## src/rtl/div_iter.sv

```systemverilog
// div_iter: iterative radix-2 restoring divider serving the EX-stage divide
// handshake. EX raises start_i with stable operands and stalls until ready_o.
// One quotient bit is produced per cycle. Signed operands are divided as
// magnitudes, and the signs are fixed up once at the end.
//
// Ports
//   clk           clock, all state on rising edge
//   resetn        asynchronous active-low reset
//   signed_div_i  1 = signed divide (DIV), 0 = unsigned (DIVU)
//   opdata1_i     dividend, sampled only on the accepting edge
//   opdata2_i     divisor, sampled only on the accepting edge
//   start_i       request, held high by EX until ready_o is seen
//   annul_i       abort/flush, has priority over start_i everywhere
//   result_o      {remainder, quotient}, zero unless ready_o
//   ready_o       result valid (END state)
module div_iter #(
  parameter int WIDTH = 32
) (
  input  logic               clk,
  input  logic               resetn,
  input  logic               signed_div_i,
  input  logic [WIDTH-1:0]   opdata1_i,
  input  logic [WIDTH-1:0]   opdata2_i,
  input  logic               start_i,
  input  logic               annul_i,
  output logic [2*WIDTH-1:0] result_o,
  output logic               ready_o
);

  localparam int            CW       = $clog2(WIDTH + 1);
  localparam logic [CW-1:0] CNT_LAST = CW'(WIDTH);

  typedef enum logic [1:0] {IDLE, BYZERO, DIVON, END} state_t;

  state_t             state, state_nxt;
  logic [CW-1:0]      cnt;
  logic [WIDTH-1:0]   dvd;     // dividend shifting out, quotient shifting in
  logic [WIDTH-1:0]   dvs;
  logic [WIDTH-1:0]   rem;
  logic               neg_q, neg_r;
  logic [2*WIDTH-1:0] res;

  logic               go;
  logic               a_neg, b_neg;
  logic [WIDTH-1:0]   abs1, abs2;
  logic [WIDTH:0]     part, diff;
  logic [WIDTH-1:0]   quo_fix, rem_fix;

  assign go    = start_i & ~annul_i;
  assign a_neg = signed_div_i & opdata1_i[WIDTH-1];
  assign b_neg = signed_div_i & opdata2_i[WIDTH-1];
  assign abs1  = a_neg ? -opdata1_i : opdata1_i;
  assign abs2  = b_neg ? -opdata2_i : opdata2_i;

  // The partial remainder needs one extra bit. rem < dvs always holds, so
  // part < 2*dvs, and the sign of diff alone decides the quotient bit.
  assign part = {rem, dvd[WIDTH-1]};
  assign diff = part - {1'b0, dvs};

  assign quo_fix = neg_q ? -dvd : dvd;
  assign rem_fix = neg_r ? -rem : rem;

  always_ff @(posedge clk or negedge resetn) begin
    if (!resetn) state <= IDLE;
    else         state <= state_nxt;
  end

  always_comb begin
    state_nxt = state;
    case (state)
      IDLE:    if (go) state_nxt = (opdata2_i == '0) ? BYZERO : DIVON;
      BYZERO:  state_nxt = go ? END : IDLE;
      DIVON: begin
        if (!go)                  state_nxt = IDLE;
        else if (cnt == CNT_LAST) state_nxt = END;
      end
      END:     if (!go) state_nxt = IDLE;
      default: state_nxt = IDLE;
    endcase
  end

  always_ff @(posedge clk or negedge resetn) begin
    if (!resetn) begin
      cnt   <= '0;
      dvd   <= '0;
      dvs   <= '0;
      rem   <= '0;
      neg_q <= 1'b0;
      neg_r <= 1'b0;
      res   <= '0;
    end else begin
      case (state)
        IDLE: begin
          if (go && opdata2_i != '0) begin
            dvd   <= abs1;
            dvs   <= abs2;
            rem   <= '0;
            cnt   <= '0;
            neg_q <= a_neg ^ b_neg;
            neg_r <= a_neg;
          end
        end
        BYZERO: res <= '0;
        DIVON: begin
          if (go) begin
            if (cnt != CNT_LAST) begin
              rem <= diff[WIDTH] ? part[WIDTH-1:0] : diff[WIDTH-1:0];
              dvd <= {dvd[WIDTH-2:0], ~diff[WIDTH]};
              cnt <= cnt + CW'(1);
            end else begin
              // All bits are done. This edge applies the sign fixup on entry to END.
              res <= {rem_fix, quo_fix};
            end
          end
        end
        default: ;
      endcase
    end
  end

  assign ready_o  = (state == END);
  assign result_o = ready_o ? res : '0;

endmodule

```

## config.mk

```make
export PLATFORM = sky130hd
export DESIGN_NAME = div_iter
export DESIGN_NICKNAME = d
export VERILOG_FILES = /design/src/rtl/div_iter.sv
export SDC_FILE = /design/constraint.sdc
export NUM_CORES = 1
export LEC_CHECK = 0
export CORE_MARGIN = 2
export CORE_UTILIZATION = 59
export CTS_BUF_LIST = sky130_fd_sc_hd__clkbuf_2
export DETAILED_ROUTE_END_ITERATION = 10
export PLACE_DENSITY_LB_ADDON = 0.12
export SKIP_LAST_GASP = 1
export SYNTH_ARGS = -nofsm -noshare
export SYNTH_HDL_FRONTEND = slang
export SYNTH_SLANG_ARGS = --single-unit
```

## constraint.sdc

```tcl
create_clock -name clk -period 3.5 [get_ports clk]
set_input_delay 0.35 -clock clk [delete_from_list [all_inputs] [get_ports clk]]
set_output_delay 0.35 -clock clk [all_outputs]
set_load 0.02 [all_outputs]
```

======== Word-level counts from Yosys, hierarchy flattened ========
Cells that the tools add are included.
cells by class
  add/sub/neg operators ................... 6
  equal/unequal tests ..................... 12
  multiplexer cells ....................... 28
  bitwise logic cells ..................... 6
  reduce and logical (&&, ||, !) cells .... 10
operator list
  cell                                                             number
  32-bit two-way mux                                               11
  64-bit two-way mux                                               3
  32-bit negation                                                  4
  32-bit one-hot mux with 2 select lines                           2
  64-bit one-hot mux with 2 select lines                           1
  33-bit by 32-bit subtractor with 33-bit output                   1
  32-bit zero test                                                 1
  32-bit nonzero test                                              1
  6-bit two-way mux                                                3
  2-bit two-way mux                                                6
  2-bit inequality test, second input constant                     6
  6-bit one-hot mux with 2 select lines                            1
  2-bit one-hot mux with 4 select lines                            1
  6-bit by 1-bit adder with 6-bit output, second input constant    1
  6-bit == test, second input constant                             1
  6-bit inequality test, second input constant                     1
  3-bit AND reduction                                              2
  2-bit == test, second input constant                             2
  4-bit AND reduction                                              1
  2-bit nonzero test                                               2
  1-bit bitwise AND                                                3
  3-bit inequality test, second input constant                     1
  2-bit by 1-bit == test with 1-bit output, second input constant  1
  2-bit zero test                                                  1
  4 further kinds                                                  5
storage, ports and cells
  register bits ........................... 170
  input bits .............................. 69
  output and inout port bits .............. 65
  word-level logic and storage cells ...... 70

======== Logic depth before layout (Yosys ltp) ========
  depth after elaboration ................. 5
  depth in mapped cells ................... 14
  gate-level depth less buffers ........... 12

======== Worst setup path before layout ========
OpenSTA, ideal clock, no wires.
  path kind ............................... register to register
  start point ............................. register dvd[31]
  end point ............................... register rem[31]
  setup time .............................. 0.069 ns
  data arrival time ....................... 3.136 ns
  required time ........................... 3.431 ns
  setup slack ............................. 0.295 ns
  stages on the path, launching flop included .. 14
  buffers on the path ..................... 1
  clock period less this slack ............ 3.205 ns
  path through ............................ dfrtp_1 inv_1 ha_1 fa_1 nand2b_1 a21o_1 a211o_1 a21oi_2 a211o_2 a211oi_1 or3_1 clkbuf_1 or4_1 nand3_1
on the way
  cells in the longest elaborated chain, start to end .. 5
ends and longest elaborated chain
  element                                         RTL line  RTL
  start: declaration                              37        logic [WIDTH-1:0] dvd;
  start signal: assignment                        95        dvd <= abs1;
  start signal: assignment                        108       dvd <= {dvd[WIDTH-2:0], ~diff[WIDTH]};
  33-bit by 32-bit subtractor with 33-bit output  58        assign diff = part - {1'b0, dvs};
  32-bit two-way mux                              107       rem <= diff[WIDTH] ? part[WIDTH-1:0] : diff[WIDTH-1:0];
  32-bit two-way mux                              106       if (cnt != CNT_LAST) begin
  32-bit two-way mux                              105       if (go) begin
  32-bit one-hot mux with 2 select lines          92        case (state)
  end signal: assignment                          107
  end: declaration                                39        logic [WIDTH-1:0] rem;
Every way passes these cells. The select of a mux whose other input is x is not followed.
A chain may end at the register's enable or synchronous reset.

======== Worst setup path after layout ========
  start point ............................. register rem[8]
  end point ............................... register rem[31]
on the way
  cells in the longest elaborated chain, start to end .. 5
ends and longest elaborated chain
  element                                         RTL line
  33-bit by 32-bit subtractor with 33-bit output  58
  32-bit two-way mux                              107
  32-bit two-way mux                              106
  32-bit two-way mux                              105
  32-bit one-hot mux with 2 select lines          92
Every way passes these cells. The select of a mux whose other input is x is not followed.

==> results by stage <==
Synth:
- The most used flip-flop cell after synthesis is sky130_fd_sc_hd__dfrtp_1.
- The number of nets handed over by synthesis was 1541.
- The synthesized design spends more area on one cell type than any other, namely sky130_fd_sc_hd__dfrtp_1.
- The number of cells produced by synthesis is 1429.
- A synthesized cell averages 8.19 um^2.
- The synthesized cell area is 11700 um^2.
- Of all flip-flops after synthesis, the portion carrying an async set or reset was 100%.
- Ranked by total cell area, the synthesized netlist is headed by sky130_fd_sc_hd__dfrtp_1 (36%), sky130_fd_sc_hd__o21ai_0 (8.0%), sky130_fd_sc_hd__nand2_1 (6.8%).
- The number of enable-type register cells in the synthesized netlist is 0.
- Synthesis inferred 170 register bits.
- The count of cell types in the netlist is 63.
- The warning count from the yosys run is 0.
- The top-area cell type share of the netlist area is ~36%.
- The portion of the post-synthesis area used by sequential elements is approximately 36%.

Drt:
- The first detailed-routing pass took 6 iterations.
- The detail route stage leaves a number of antenna-violating nets equal to 0.
- In the routed design, unresolved DRC markers number 0.
- The detailed-route via count is 10471.
- The per-cell via count in the routed design is ~5.8.
- After detailed routing, the average wire length per cell comes to 16.2 um.
- The detailed router finished its first iteration with approximately 700 violations.
- The detailed-route wire length is 29300 um.

Timing:
- The worst pin sits at a relative slew slack of about half.
- Setup repair after global routing could not meet its margin everywhere.
- After layout, the worst path uses 96.2% of the clock period.
- The total count of hold-check failures in the final report came to 0.
- After layout, the worst setup slack is 0.132 ns.
- Counting I/O delays and the setup requirement, the final critical path takes 3.37 ns.
- The final number of max-transition violations came to 0.
- The final setup violation count is 0.
- The highest achievable clock rate is 297 MHz.
- For the pin with the worst max-slew slack, the measured transition is 0.750 ns.
- Between clock sinks in the finished design, the worst skew comes to 0.0424 ns.
- The smallest hold slack is 0.0345 ns.

Setup path:
- The startpoint kind of the worst setup timing path is a flip-flop.
- The startpoint of the worst-slack reg-to-reg timing path is rem[8]$_DFFE_PN0P_.
- The number of cells on the worst reg-to-reg path is 10.
- The critical path is of the flip-flop to flip-flop type.
- The endpoint identified for the worst register-to-register timing path is rem[31]$_DFFE_PN0P_.
- The worst register-to-register path has a setup slack of 0.13 ns.
- The endpoint class of the critical path is a flip-flop.
- Data arrives at the worst endpoint at 4.07 ns.
- At the worst endpoint, the required time is approximately 4.2 ns.
- The biggest fanout along the worst timing path is 7.

Cells and area:
- In the layout the commonest cells are sky130_fd_sc_hd__nand2_1 (211), sky130_fd_sc_hd__o21ai_0 (188), sky130_fd_sc_hd__dfrtp_1 (170).
- The number of nets in the layout is approximately 1700.
- With fillers left out, the area of the finished cells amounts to around 14000 um^2.
- The most common cell after layout, fill and taps aside is sky130_fd_sc_hd__nand2_1.
- From synthesis to final layout, the design area changed by 16.9%.
- In the final layout, the share of cells above drive strength 1 is 5.93%.
- The post-layout utilization of the core is 70.3%.

Floorplanning:
- The die is about 140 um wide.
- The area of the die is 21000 um^2.
- The die is 145 um tall.
- Once the floorplan was initialized, standard cells occupied 60.1% of the core.
- During I/O placement, the number of pins put on the boundary was 134.
- Row generation in the floorplan step produced 51 rows.
- After floorplanning, the core was sized to cover ~20000 um^2.

Placed design:
- Input and output buffers added on the ports amount to 133.
- The pre-CTS setup slack is 0.0759 ns.
- The placed standard-cell area is 13400 um^2.
- At the end of routability-driven placement, the weighted congestion stood at about 0.92.
- Detailed placement finished with a half-perimeter wire length of 22400 um.

Clock tree:
- The number of levels in the clock H-tree is 4.
- The number of buffers created by CTS is 17.
- The buffer depth of the longest clock path is 2.
- The root buffer cell chosen for the clock tree is sky130_fd_sc_hd__clkbuf_2.
- The clock latency of the later-clocked register in the worst-skew pair is 0.79 ns.
- After clock tree synthesis, the clock-pin slew on the worst setup and hold paths is around 0.27 ns.
- The number of sinks driven by the clock tree is 170.
- TritonCTS built the clock tree.

Global routing:
- The first global-routing pass estimated 48400 um of wire.
- Entering global routing, the biggest net connects 99 pins.
- The global routing usage summed across all routing layers is 29.1%.
- The global route total overflow is 0.
- The via count of the first global-routing pass is 9618.
- The initial antenna violation count is 1.

Power and ir drop:
- VDD sags by at most 0.000345 V.
- The analysis attributes to cell leakage a power of roughly 6.0 nW.
- After layout, the design draws a total of 8.49 mW.
- For this design the ratio of total power to cell area is slightly above 600 nW/um^2.

Flow run:
- Max-cap violations in this run came to 0.

Run status:
- The run finished with clean final reports.

Hold path:
- The path class of the lowest-slack min-delay path is input port to async pin.
## synth_stat cells, types with 10 or more instances
cell                       instances
sky130_fd_sc_hd__ha_1             42
sky130_fd_sc_hd__nand4_1          10
sky130_fd_sc_hd__nand2_1         212
sky130_fd_sc_hd__inv_1            57
sky130_fd_sc_hd__mux2i_1          32
sky130_fd_sc_hd__nor2_1           80
sky130_fd_sc_hd__xor2_1           90
sky130_fd_sc_hd__o21ai_0         188
sky130_fd_sc_hd__a21o_1           28
sky130_fd_sc_hd__o41ai_1          15
sky130_fd_sc_hd__xnor2_1          52
sky130_fd_sc_hd__nand2b_1         11
sky130_fd_sc_hd__dfrtp_1         170
sky130_fd_sc_hd__or4_1            11
sky130_fd_sc_hd__or3_1            20
sky130_fd_sc_hd__nand3_1          28
sky130_fd_sc_hd__a31oi_1          10
sky130_fd_sc_hd__a21oi_1          94
sky130_fd_sc_hd__and2_1           70
sky130_fd_sc_hd__o211ai_1         10
sky130_fd_sc_hd__clkbuf_1         61
sky130_fd_sc_hd__o31ai_1          25
sky130_fd_sc_hd__nor3_1           19
## area by class of cell
| cell class | count | area (um^2) |
|---|---|---|
| repair buffers | 169 | 1660 |
| fillers | 1699 | 5790 |
| diodes | 1 | 2.50 |
| clock buffers | 17 | 85.1 |
| multi-input cells | 1124 | 6970 |
| inverters | 57 | 214 |
| flip-flops and latches | 170 | 4250 |
| well taps | 265 | 332 |
| clock inverters | 14 | 165 |
## cell families (layout without fill, tap and decap cells)
| group | after synthesis | count (layout) | share of synthesized area (%) |
|---|---|---|---|
| compound gates | 409 | 409 | 20.6 |
| mux | 33 | 33 | 2.83 |
| other cells | 0 | 1 | 0 |
| buf+inv | 135 | 257 | 4.49 |
| fa+ha+maj | 43 | 43 | 4.66 |
| flops | 170 | 170 | 36.4 |
| simple gates | 497 | 497 | 20.4 |
| xor+xnor | 142 | 142 | 10.6 |
## worst max-delay path by stage
stage | endpoint | cells past startpoint | startpoint | slack [ns]
final | rem[31]$_DFFE_PN0P_ | 10 | rem[8]$_DFFE_PN0P_ | 0.13
after global routing | rem[31]$_DFFE_PN0P_ | 10 | rem[8]$_DFFE_PN0P_ | -0.04
after CTS | rem[31]$_DFFE_PN0P_ | 11 | dvs[0]$_DFFE_PN0P_ | 0.10
after detailed placement | dvd[22]$_DFFE_PN0P_ | 9 | opdata1_i[12] | 0.08
after global placement | dvd[29]$_DFFE_PN0P_ | 10 | opdata1_i[12] | 0.14
after floorplan | rem[31]$_DFFE_PN0P_ | 13 | dvd[31]$_DFFE_PN0P_ | 0.29
## routing by layer
| layer | global-route usage [%] | vias to the layer above | part of all wire (%) |
|---|---|---|---|
| met5 | 0 | - | 0 |
| met4 | 8.53 | 0 | 1.8 |
| met3 | 4.77 | 43 | 7.0 |
| met2 | 43.0 | 355 | 43 |
| met1 | 44.0 | 4877 | 48 |
| li1 | - | 5196 | - |
## flip-flops by register name (all words and copies together), names as in the netlist
signal / cells
state: 2
res: 64
cnt: 6
rem: 32
dvd: 32
dvs: 32
neg_q: 1
neg_r: 1
## stage by stage
stage | TNS [ns] | instances
2_1_floorplan | 0 | 1429
3_3_place_gp | 0 | 1784
3_5_place_dp | 0 | 1784
4_1_cts | 0 | 1816
5_1_grt | -0.0372 | 1817
6_report | 0 | 1817
## power by group
| part | total (mW) | internal (mW) | switching (mW) |
|---|---|---|---|
| registers | 3.09 | 2.51 | 0.575 |
| clock network | 1.11 | 0.344 | 0.769 |
| logic | 4.29 | 1.71 | 2.58 |
| total | 8.49 | 4.57 | 3.93 |
## critical path: stages (launching register included)
cell and delay, ns:
sky130_fd_sc_hd__dfrtp_1 0.53, sky130_fd_sc_hd__ha_1 0.39, sky130_fd_sc_hd__a21oi_1 0.21, sky130_fd_sc_hd__nor2_1 0.07
sky130_fd_sc_hd__a211oi_1 0.38, sky130_fd_sc_hd__a21oi_4 0.12, sky130_fd_sc_hd__a211o_2 0.35, sky130_fd_sc_hd__and4_1 0.24
sky130_fd_sc_hd__or3_1 0.34, sky130_fd_sc_hd__or4_1 0.55, sky130_fd_sc_hd__nand3_1 0.12
## timing repair
action,CTS,global route
gates resized for setup,0,2
setup buffers,0,0
hold endpoints to repair,151,0
hold buffers,1,0
setup endpoints to repair,0,1
No activity file was read; power rests on OpenSTA's default activity.
